==> src/rtl/uart_rx_os.sv <==
// Oversampling UART receiver: two-flop synchroniser, mid-bit sampling FSM,
// optional parity check and a valid/ready output stage with error pulses.
module uart_rx_os #(
   parameter int CLKS_PER_BIT = 16,
   parameter int DATA_BITS    = 7,
   parameter int PARITY_EN    = 0,
   parameter int PARITY_ODD   = 0
) (
   input  logic                 clk,
   input  logic                 rst_n,
   input  logic                 rx_in,
   output logic [DATA_BITS-1:0] rx_data_out,
   output logic                 rx_valid,
   input  logic                 rx_ready,
   output logic                 frame_err,
   output logic                 parity_err,
   output logic                 overrun,
   output logic                 busy
);

   localparam int CW = $clog2(CLKS_PER_BIT);
   localparam int BW = $clog2(DATA_BITS + 1);
   localparam logic [CW-1:0] HALF_LAST = CW'(CLKS_PER_BIT / 2 - 1);
   localparam logic [CW-1:0] FULL_LAST = CW'(CLKS_PER_BIT - 1);
   localparam logic [BW-1:0] LAST_BIT  = BW'(DATA_BITS - 1);
   localparam logic          PAR_ODD   = (PARITY_ODD != 0);

   typedef enum logic [2:0] {
      S_IDLE,
      S_START,
      S_DATA,
      S_PARITY,
      S_STOP,
      S_WAIT_IDLE
   } state_t;

   state_t               r_state;
   logic [1:0]           r_sync;
   logic [CW-1:0]        r_cnt;
   logic [BW-1:0]        r_bit_idx;
   logic [DATA_BITS-1:0] r_shift;
   logic                 r_par_bad;
   logic [DATA_BITS-1:0] r_data;
   logic                 r_valid;
   logic                 r_frame_err;
   logic                 r_parity_err;
   logic                 r_overrun;

   logic w_rx_s;
   logic w_bit_tick;

   assign w_rx_s = r_sync[1];
   // START waits half a bit to land mid-start-bit; every later sample is a full bit apart.
   assign w_bit_tick = (r_state == S_START) ? (r_cnt == HALF_LAST) : (r_cnt == FULL_LAST);

   always_ff @(posedge clk) begin
      if (!rst_n) begin
         r_state      <= S_IDLE;
         r_sync       <= 2'b11;
         r_cnt        <= '0;
         r_bit_idx    <= '0;
         r_shift      <= '0;
         r_par_bad    <= 1'b0;
         r_data       <= '0;
         r_valid      <= 1'b0;
         r_frame_err  <= 1'b0;
         r_parity_err <= 1'b0;
         r_overrun    <= 1'b0;
      end else begin
         r_sync       <= {r_sync[0], rx_in};
         r_frame_err  <= 1'b0;
         r_parity_err <= 1'b0;
         r_overrun    <= 1'b0;

         // A word delivered in this same cycle overrides this drop below.
         if (r_valid && rx_ready) begin
            r_valid <= 1'b0;
         end

         if (r_state != S_IDLE && r_state != S_WAIT_IDLE) begin
            r_cnt <= w_bit_tick ? '0 : r_cnt + 1'b1;
         end

         case (r_state)
            S_IDLE: begin
               if (!w_rx_s) begin
                  r_state   <= S_START;
                  r_cnt     <= '0;
                  r_bit_idx <= '0;
                  r_par_bad <= 1'b0;
               end
            end
            S_START: begin
               if (w_bit_tick) begin
                  r_state <= w_rx_s ? S_IDLE : S_DATA;
               end
            end
            S_DATA: begin
               if (w_bit_tick) begin
                  r_shift   <= {w_rx_s, r_shift[DATA_BITS-1:1]};
                  r_bit_idx <= r_bit_idx + 1'b1;
                  if (r_bit_idx == LAST_BIT) begin
                     r_state <= (PARITY_EN != 0) ? S_PARITY : S_STOP;
                  end
               end
            end
            S_PARITY: begin
               if (w_bit_tick) begin
                  r_par_bad <= ((^r_shift) ^ w_rx_s) != PAR_ODD;
                  r_state   <= S_STOP;
               end
            end
            S_STOP: begin
               if (w_bit_tick) begin
                  if (!w_rx_s) begin
                     r_frame_err <= 1'b1;
                     r_state     <= S_WAIT_IDLE;
                  end else if (r_par_bad) begin
                     r_parity_err <= 1'b1;
                     r_state      <= S_IDLE;
                  end else begin
                     r_data    <= r_shift;
                     r_valid   <= 1'b1;
                     r_overrun <= r_valid && !rx_ready;
                     r_state   <= S_IDLE;
                  end
               end
            end
            S_WAIT_IDLE: begin
               if (w_rx_s) begin
                  r_state <= S_IDLE;
               end
            end
            default: r_state <= S_IDLE;
         endcase
      end
   end

   assign rx_data_out = r_data;
   assign rx_valid    = r_valid;
   assign frame_err   = r_frame_err;
   assign parity_err  = r_parity_err;
   assign overrun     = r_overrun;
   assign busy        = (r_state != S_IDLE);

endmodule

==> config.mk <==
export PLATFORM = sky130hd
export DESIGN_NAME = uart_rx_os
export DESIGN_NICKNAME = d
export VERILOG_FILES = /design/src/rtl/uart_rx_os.sv
export SDC_FILE = /design/constraint.sdc
export NUM_CORES = 1
export LEC_CHECK = 0
export ABC_AREA = 0
export CAP_MARGIN = 20
export CORE_ASPECT_RATIO = 0.75
export CORE_UTILIZATION = 55
export DETAILED_ROUTE_END_ITERATION = 6
export GPL_TIMING_DRIVEN = 1
export PLACE_DENSITY = 0.75
export SKIP_CTS_REPAIR_TIMING = 1
export SLEW_MARGIN = 0
export SYNTH_ARGS = -nofsm -noshare
export SYNTH_HDL_FRONTEND = slang
export SYNTH_SLANG_ARGS = --single-unit
==> constraint.sdc <==
create_clock -name clk -period 3.16 [get_ports clk]
set_input_delay 0.632 -clock clk [delete_from_list [all_inputs] [get_ports clk]]
set_output_delay 0.632 -clock clk [all_outputs]
set_load 0.05 [all_outputs]
After elaboration in Yosys (flattened, before gate mapping)
Index checks and enable logic that the tools add are counted.
{"block": "totals", "register_bits": 31, "latchBits": 0, "ram_bits": 0, "rom_bits": 0, "in_bits": 4, "out_inout_bits": 12, "elab_cells": 80, "mem_count": 0}
{"block": "op_classes", "n_addsub": 2, "mul": 0, "div": 0, "n_lt_le_gt_ge": 0, "eq_ne": 16, "shift": 0, "n_mux": 28, "bitwise": 6, "n_reduce_logical": 17}
{"op": "3-bit 2-to-1 mux", "count": 10}
{"op": "3-bit case mux with 6 select lines", "count": 1}
{"op": "4-bit 2-to-1 mux", "count": 4}
{"op": "2-bit inequality test, second input constant", "count": 7}
{"op": "1-bit 2-to-1 mux", "count": 10}
{"op": "3-bit == test, second input constant", "count": 3}
{"op": "3-bit AND reduction", "count": 3}
{"op": "4-bit AND reduction", "count": 2}
{"op": "7-bit AND reduction", "count": 1}
{"op": "7-bit parity", "count": 1}
{"op": "3-bit by 2-bit == test with 1-bit output, second input constant", "count": 2}
{"op": "3-bit case mux with 2 select lines", "count": 1}
{"op": "1-bit NOT", "count": 5}
{"op": "5-bit OR reduction", "count": 1}
{"op": "4-bit by 1-bit adder with 4-bit output, second input constant", "count": 1}
{"op": "4-bit by 3-bit == test with 1-bit output, second input constant", "count": 1}
{"op": "4-bit == test, second input constant", "count": 1}
{"op": "2-bit nonzero test", "count": 2}
{"op": "3-bit by 1-bit adder with 3-bit output, second input constant", "count": 1}
{"op": "3-bit by 1-bit == test with 1-bit output, second input constant", "count": 1}
{"op": "1-bit logical AND", "count": 3}
{"op": "3-bit logical NOT", "count": 1}
{"op": "3-bit inequality test, second input constant", "count": 1}
{"op": "3-bit nonzero test", "count": 1}
{"op": "other kinds (5)", "count": 5}

Logic depth before layout (Yosys ltp)
Gate-level depths: netlist of run 1.
{"block": "logic_depth", "depth_word": 6, "ltp_mapped": 6, "mapped_depth_nobuf": 6}

Least setup slack after synthesis of run 1
OpenSTA, ideal clock, no wires.
{"block": "synth_path", "kind": "reg-to-reg", "startpoint": "register r_state[2]", "endpoint": "register r_cnt[0]", "setup_ns": 0.115, "t_arrival_ns": 1.642, "t_required_ns": 3.045, "slack_ns": 1.403, "stages_incl_launch_ff": 7, "n_path_buf": 1, "period_less_slack_ns": 1.757, "path_cell_list": "dfxtp_1 > buf_6 > or3_1 > or2_2 > nand2_1 > a31o_2 > nor2_1"}
{"block": "synth_via", "elab_cells_between_ends": 10, "cone_classes": "eq/ne (2); mux (5); reduce/logical (3)"}
{"item": "from (decl)", "line_no": "37", "rtl": "state_t r_state;"}
{"item": "from (signal assigned)", "line_no": "95", "rtl": "r_state <= w_rx_s ? S_IDLE : S_DATA;"}
{"item": "from (signal assigned)", "line_no": "103", "rtl": "r_state <= (PARITY_EN != 0) ? S_PARITY : S_STOP;"}
{"item": "3-bit nonzero test *"}
{"item": "named net busy", "line_no": "18", "rtl": "output logic busy"}
{"item": "1-bit logical AND *", "line_no": "80", "rtl": "if (r_state != S_IDLE && r_state != S_WAIT_IDLE) begin"}
{"item": "4-bit 2-to-1 mux *", "line_no": "80"}
{"item": "4-bit 2-to-1 mux", "line_no": "86", "rtl": "if (!w_rx_s) begin"}
{"item": "4-bit 2-to-1 mux *", "line_no": "84", "rtl": "case (r_state)"}
{"item": "to (signal assigned)", "line_no": "81", "rtl": "r_cnt <= w_bit_tick ? '0 : r_cnt + 1'b1;"}
{"item": "to (decl)", "line_no": "39", "rtl": "logic [CW-1:0] r_cnt;"}
The timed path passes the listed nets; every way through them passes the cells marked *.
A chain may end at the register's enable or synchronous reset.

Worst setup path in the final report of run 1
{"block": "layout_path", "startpoint": "register r_state[0]", "endpoint": "output busy"}
{"block": "layout_via", "elab_chain_len": 1}
{"item": "3-bit nonzero test", "line_no": "144", "rtl": "assign busy = (r_state != S_IDLE);"}
{"item": "to (decl)", "line_no": "18"}
Every way passes these cells.

==> flow_summary.json, run 1 <==
{
  "status": "complete, no violations",
  "hold_viol": 0,
  "clockBufferDepth": 2,
  "netlist_area_um2": 1483,
  "synth-seq-area-share_pct": 41.86,
  "die_height_um": 46.97,
  "drive_above_1_share_pct": 10.18,
  "placementRows": 15,
  "synth_edf_count": 0,
  "cp-end-kind": "output port",
  "antenna_found_initial": 0,
  "critical_path_peak_fanout": 13,
  "wl_mm": 2.754,
  "final_util_pct": 70.44,
  "grtUsageMet3_pct": 6.887,
  "cp-start-kind": "register",
  "clock_sinks": 31,
  "first_pass_iters": 4,
  "n_fill_cell": 184,
  "fin_nets": 173,
  "slew_violations": 0,
  "final.setup_skew_ns": 0.005539,
  "numCtsBuffers": 5,
  "io_pins": 16,
  "core-area_um2": 2421,
  "synthArstFlopShare_pct": 0,
  "io_buffers": 15,
  "min_period_ns": 2.568,
  "antenna_left": 0,
  "via_per_inst": 5.637,
  "synth-seq-cells": 31,
  "r2r_cells": 5,
  "first_iter_violations": 94,
  "routedWlPerCell_um": 13.70,
  "p_per_area_nw_per_um2": 438.4,
  "irDropWorstVdd_mv": 0.2597,
  "placed_cell_area_um2": 1619,
  "drv_cap": 0,
  "clk_pin_slew_ns": 0.09,
  "timing.final.crit_share_pct": 81.27,
  "synth_cells": 151,
  "gp_congestion": 0.8624,
  "grt_start_max_net_pins": 20,
  "critPathRequiredTime_ns": 2.53,
  "slew_headroom_pct": 52.37,
  "fin_cells": 201,
  "grt_use_met2_pct": 31.70,
  "post-route-cell-area_um2": 1705,
  "grt.total_usage_pct": 22.62,
  "antenna_cells": 0,
  "initial_core_util_pct": 61.24,
  "dp_hpwl_mm": 1.942,
  "finalSetupTns_ns": 0,
  "cp_data_arrival_time_ns": 1.94,
  "met1_usage_pct": 31.80,
  "num_vias": 1133,
  "clock_latency_ns": 0.34,
  "synth_fp_nets": 158,
  "grt-busiest-layer": "met1",
  "dp_cells": 193,
  "worst-slew-pin-transition_ns": 0.7091,
  "setup_violations": 0,
  "grt_pass1_vias": 957,
  "yosysWarnings": 0,
  "grt_setup_unrepaired": "false",
  "synth_cell_types": 40,
  "gr-total-overflow": 0,
  "die_w_um": 61.95,
  "cts-root-buf": "clkbuf_4",
  "hold_path_depth": 1,
  "grt_first_pass_wirelength_mm": 4.512,
  "syn_avg_cell_area_um2": 9.819,
  "htree_levels": 2,
  "path_class": "register to output port",
  "area_growth_syn_to_layout_pct": 15.02,
  "cts_tree": "built",
  "p_leak_nw": 0.5819,
  "die-area_um2": 2909,
  "synth_ff_type": "dfxtp_1",
  "hp-class": "register to register",
  "drcViolationCount": 0,
  "fmax_mhz": 389.4
}
routing by layer:
layer  routed length (µm)  vias up
met5                    0        -
met4                   27        0
met3                  190        3
met2                 1213       51
met1                 1323      528
li1                     -      551
Yosys cell counts, types with 2 or more instances:
| cell | number | area [µm²] |
|---|---|---|
| nor2_1 | 9 | 33.78 |
| nand2b_1 | 4 | 25.02 |
| nor3_1 | 2 | 10.01 |
| nor2b_1 | 17 | 106.4 |
| or2_2 | 2 | 12.51 |
| clkbuf_1 | 2 | 7.510 |
| o21ai_0 | 5 | 25.02 |
| xnor2_1 | 8 | 70.07 |
| xor2_1 | 2 | 17.52 |
| inv_1 | 2 | 7.510 |
| nand3_1 | 2 | 10.01 |
| or3_1 | 2 | 12.51 |
| ha_1 | 3 | 37.54 |
| dfxtp_1 | 31 | 620.6 |
| a21boi_0 | 2 | 15.01 |
| nand4_1 | 2 | 12.51 |
| o21a_1 | 2 | 15.01 |
| buf_6 | 3 | 33.78 |
| nand2_1 | 9 | 33.78 |
| a21oi_1 | 5 | 25.02 |
| buf_2 | 2 | 10.01 |
| mux2i_1 | 17 | 170.2 |
metrics by stage:
stage          total power (W)  hold WS [ns]  setup slack [ns]
2_1_floorplan        0.0004224        0.3863             1.403
3_3_place_gp         0.0004278        0.3913             1.006
3_5_place_dp         0.0004286        0.3962            0.9622
4_1_cts              0.0007524        0.4199            0.5924
5_1_grt              0.0007690        0.4444            0.4679
6_report             0.0007477        0.4156            0.5919
worst paths after layout:
path                                               from                           to  slack (ns)
worst max-delay path            r_state[0]$_SDFFE_PN0P_                         busy        0.59
worst min-delay path               r_sync[0]$_SDFF_PN1_         r_sync[1]$_SDFF_PN1_        0.42
worst max register to register      r_cnt[0]$_SDFF_PN0_  rx_data_out[6]$_SDFFE_PN0P_        1.22
worst min register to register     r_sync[0]$_SDFF_PN1_         r_sync[1]$_SDFF_PN1_        0.42
cell usage in the layout (no fill, tap or decap), types with 2 or more instances in the layout:
| cell type | count |
|---|---|
| dfxtp_1 | 31 |
| nor2b_1 | 17 |
| mux2i_1 | 17 |
| clkdlybuf4s50_1 | 15 |
| nor2_1 | 9 |
| nand2_1 | 9 |
| xnor2_1 | 8 |
| a21oi_1 | 5 |
| o21ai_0 | 5 |
| clkbuf_4 | 5 |
| nand2b_1 | 4 |
| ha_1 | 3 |
| or3_1 | 2 |
| inv_1 | 2 |
| or2_2 | 2 |
| nand4_1 | 2 |
| xor2_1 | 2 |
| nor3_1 | 2 |
| nand3_1 | 2 |
| o21a_1 | 2 |
| a21boi_0 | 2 |
final cells by class:
| class | instances | area (µm²) | area share (%) |
|---|---|---|---|
| multi-input cells | 110 | 790.8 | 46.37 |
| flip-flops and latches | 31 | 620.6 | 36.39 |
| repair buffers | 16 | 157.7 | 9.244 |
| clock buffers | 6 | 51.30 | 3.008 |
| well taps | 34 | 42.54 | 2.494 |
| clock inverters | 2 | 35.03 | 2.054 |
| inverters | 2 | 7.507 | 0.4402 |
where the power goes:
part | leakage, nW | internal, W | switching (W) | total [W]
logic | 0.284 | 0.0000123 | 0.0000129 | 0.0000252
clock network | 0.0482 | 0.000187 | 0.000141 | 0.000328
registers | 0.250 | 0.000392 | 0.00000250 | 0.000394
total | 0.582 | 0.000591 | 0.000157 | 0.000748
kinds of logic after synthesis:
group | count (synthesis) | share of synthesized area [%]
AO/OA/AOI/OAI | 21 | 9.283
buffers and inverters | 10 | 4.810
flip-flops | 31 | 41.86
adder cells (fa/ha/maj) | 3 | 2.532
multiplexers | 17 | 11.48
AND/OR/NAND/NOR | 59 | 24.14
XOR/XNOR | 10 | 5.908
critical path, stage by stage (launching register included):
cell             delay, ns
dfxtp_1               0.62
or3_1                 0.19
clkdlybuf4s50_1       0.79
flip-flops by register name (all words and copies together) (netlist names):
signal and flops:
r_state 3, rx_data_out 7, overrun 1, r_shift 7, r_par_bad 1, frame_err 1
r_sync 2, r_cnt 4, rx_valid 1, parity_err 1, r_bit_idx 3
(Power assumes the default switching activity.)
==> run 2, diff against run 1 <==
--- a/config.mk
+++ b/config.mk
@@ -8,10 +8,10 @@
 export ABC_AREA = 0
 export CAP_MARGIN = 20
 export CORE_ASPECT_RATIO = 0.75
-export CORE_UTILIZATION = 55
+export CORE_UTILIZATION = 49
 export DETAILED_ROUTE_END_ITERATION = 6
 export GPL_TIMING_DRIVEN = 1
-export PLACE_DENSITY = 0.75
+export PLACE_DENSITY = 0.7
 export SKIP_CTS_REPAIR_TIMING = 1
 export SLEW_MARGIN = 0
 export SYNTH_ARGS = -nofsm -noshare
==> constraint.sdc (replaced) <==
create_clock -name clk -period 2.3 [get_ports clk]
set_input_delay 0.46 -clock clk [delete_from_list [all_inputs] [get_ports clk]]
set_output_delay 0.46 -clock clk [all_outputs]
set_load 0.05 [all_outputs]
==> flow_summary.json, run 2 (synthesis gave the netlist of run 1 again) <==
{
  "first_iter_violations": 46,
  "drv_cap": 0,
  "path_class": "register to output port",
  "worst_slack_ns": 0.4100,
  "power_w": 0.001005,
  "placed_cell_area_um2": 1634,
  "finalSetupTns_ns": 0,
  "holdWs_ns": 0.4107,
  "n_fill_cell": 234,
  "drcViolationCount": 0,
  "critPathRequiredTime_ns": 1.84,
  "power.switching_w": 0.0002146,
  "wl_mm": 2.746,
  "hold_viol": 0,
  "pwr-share-comb_pct": 3.4,
  "mostFrequentLayoutCell": "dfxtp_1",
  "grt.total_usage_pct": 20.23,
  "fin_nets": 175,
  "io_pins": 16,
  "slew_violations": 0,
  "antenna_found_initial": 0,
  "clock_sinks": 31,
  "cts_tree": "built",
  "p_leak_nw": 0.5937,
  "setup_violations": 0,
  "core-area_um2": 2743,
  "grt_first_pass_wirelength_mm": 4.754,
  "cp_slowest_cell": "clkdlybuf4s50_1",
  "status": "complete, no violations",
  "gp_congestion": 0.8404,
  "critical-path-top-delay-family": "buffers and inverters",
  "irDropWorstVdd_mv": 0.4145,
  "slowest_delay_ns": 0.81,
  "post-route-cell-area_um2": 1722,
  "clk_pin_slew_ns": 0.06,
  "placementRows": 16,
  "slew_headroom_pct": 60.77,
  "pre_cts_ws_ns": 0.4611,
  "timing.final.crit_share_pct": 82.17,
  "worst-slew-pin-transition_ns": 0.5793,
  "p_seq_share_pct": 54.0,
  "grt_pass1_vias": 1065,
  "final.setup_skew_ns": 0.005786,
  "cts-root-buf": "clkbuf_8",
  "area_growth_syn_to_layout_pct": 16.12,
  "fmax_mhz": 529.1,
  "die-area_um2": 3252,
  "antenna_cells": 0,
  "via_per_inst": 5.475,
  "first_pass_iters": 4,
  "min_period_ns": 1.890,
  "clock_latency_ns": 0.28,
  "cp-start-kind": "register",
  "clockBufferDepth": 2,
  "drive_above_1_share_pct": 11.31,
  "hp-class": "register to register",
  "grt_setup_unrepaired": "false",
  "initial_core_util_pct": 54.06,
  "critPathBufInv": 1,
  "clock_power_share_pct": 42.6,
  "sw_frac_of_total_pct": 21.36,
  "worstPathCellList": "clkdlybuf4s50_1",
  "p_per_area_nw_per_um2": 583.6,
  "antenna_left": 0,
  "routedWlPerCell_um": 13.46,
  "die_w_um": 65.52,
  "htree_levels": 2,
  "gr-total-overflow": 0,
  "critical_path_peak_fanout": 2,
  "num_vias": 1117,
  "cp-end-kind": "output port",
  "grt_start_max_net_pins": 18,
  "final_cell_mix": "dfxtp_1, nor2b_1, mux2i_1",
  "cp_data_arrival_time_ns": 1.43,
  "p_int_w": 0.0007901,
  "dp_hpwl_mm": 1.954,
  "io_buffers": 15,
  "numCtsBuffers": 5,
  "die_height_um": 49.64
}
-- run 2: final timing paths --
kind | endpoint | cells past startpoint | slack (ns) | startpoint
worst max-delay path | rx_data_out[5] | 1 | 0.41 | rx_data_out[5]$_SDFFE_PN0P_
worst max register to register | r_shift[4]$_SDFFE_PN0P_ | 5 | 0.47 | r_cnt[0]$_SDFF_PN0_
worst min-delay path | r_sync[1]$_SDFF_PN1_ | 1 | 0.41 | r_sync[0]$_SDFF_PN1_
worst min register to register | r_sync[1]$_SDFF_PN1_ | 1 | 0.41 | r_sync[0]$_SDFF_PN1_
-- run 2: layout make-up --
cell class | instances | area, µm² | share of cell area [%]
Clock inverter | 1 | 5.005 | 0.2907
Inverter | 2 | 7.507 | 0.4360
Sequential cell | 31 | 620.6 | 36.05
Timing Repair Buffer | 18 | 170.2 | 9.884
Clock buffer | 6 | 82.58 | 4.797
Multi-Input combinational cell | 110 | 790.8 | 45.93
Tap cell | 36 | 45.04 | 2.616
-- run 2: routing by layer --
layer  part of all wire, %  GRT usage, %
met1                    49         26.57
met2                    44         28.01
met3                   5.2         7.639
met4                   1.5         11.59
met5                     0             0
-- run 2: per-stage QoR --
stage | utilization (%) | cells
after floorplan | - | 151
after global placement | 59.58 | 197
after detailed placement | 59.58 | 197
after CTS | 62.77 | 204
after global routing | 62.77 | 204
final | 62.77 | 204
-- run 2: power groups by stage --
stage / registers [W] / logic, W / clock network (W)
3_5_place_dp: 0.000554 / 0.0000340 / 0
4_1_cts: 0.000542 / 0.0000342 / 0.000447
5_1_grt: 0.000542 / 0.0000372 / 0.000471
3_3_place_gp: 0.000554 / 0.0000328 / 0
6_report: 0.000543 / 0.0000341 / 0.000428
2_1_floorplan: 0.000552 / 0.0000286 / 0
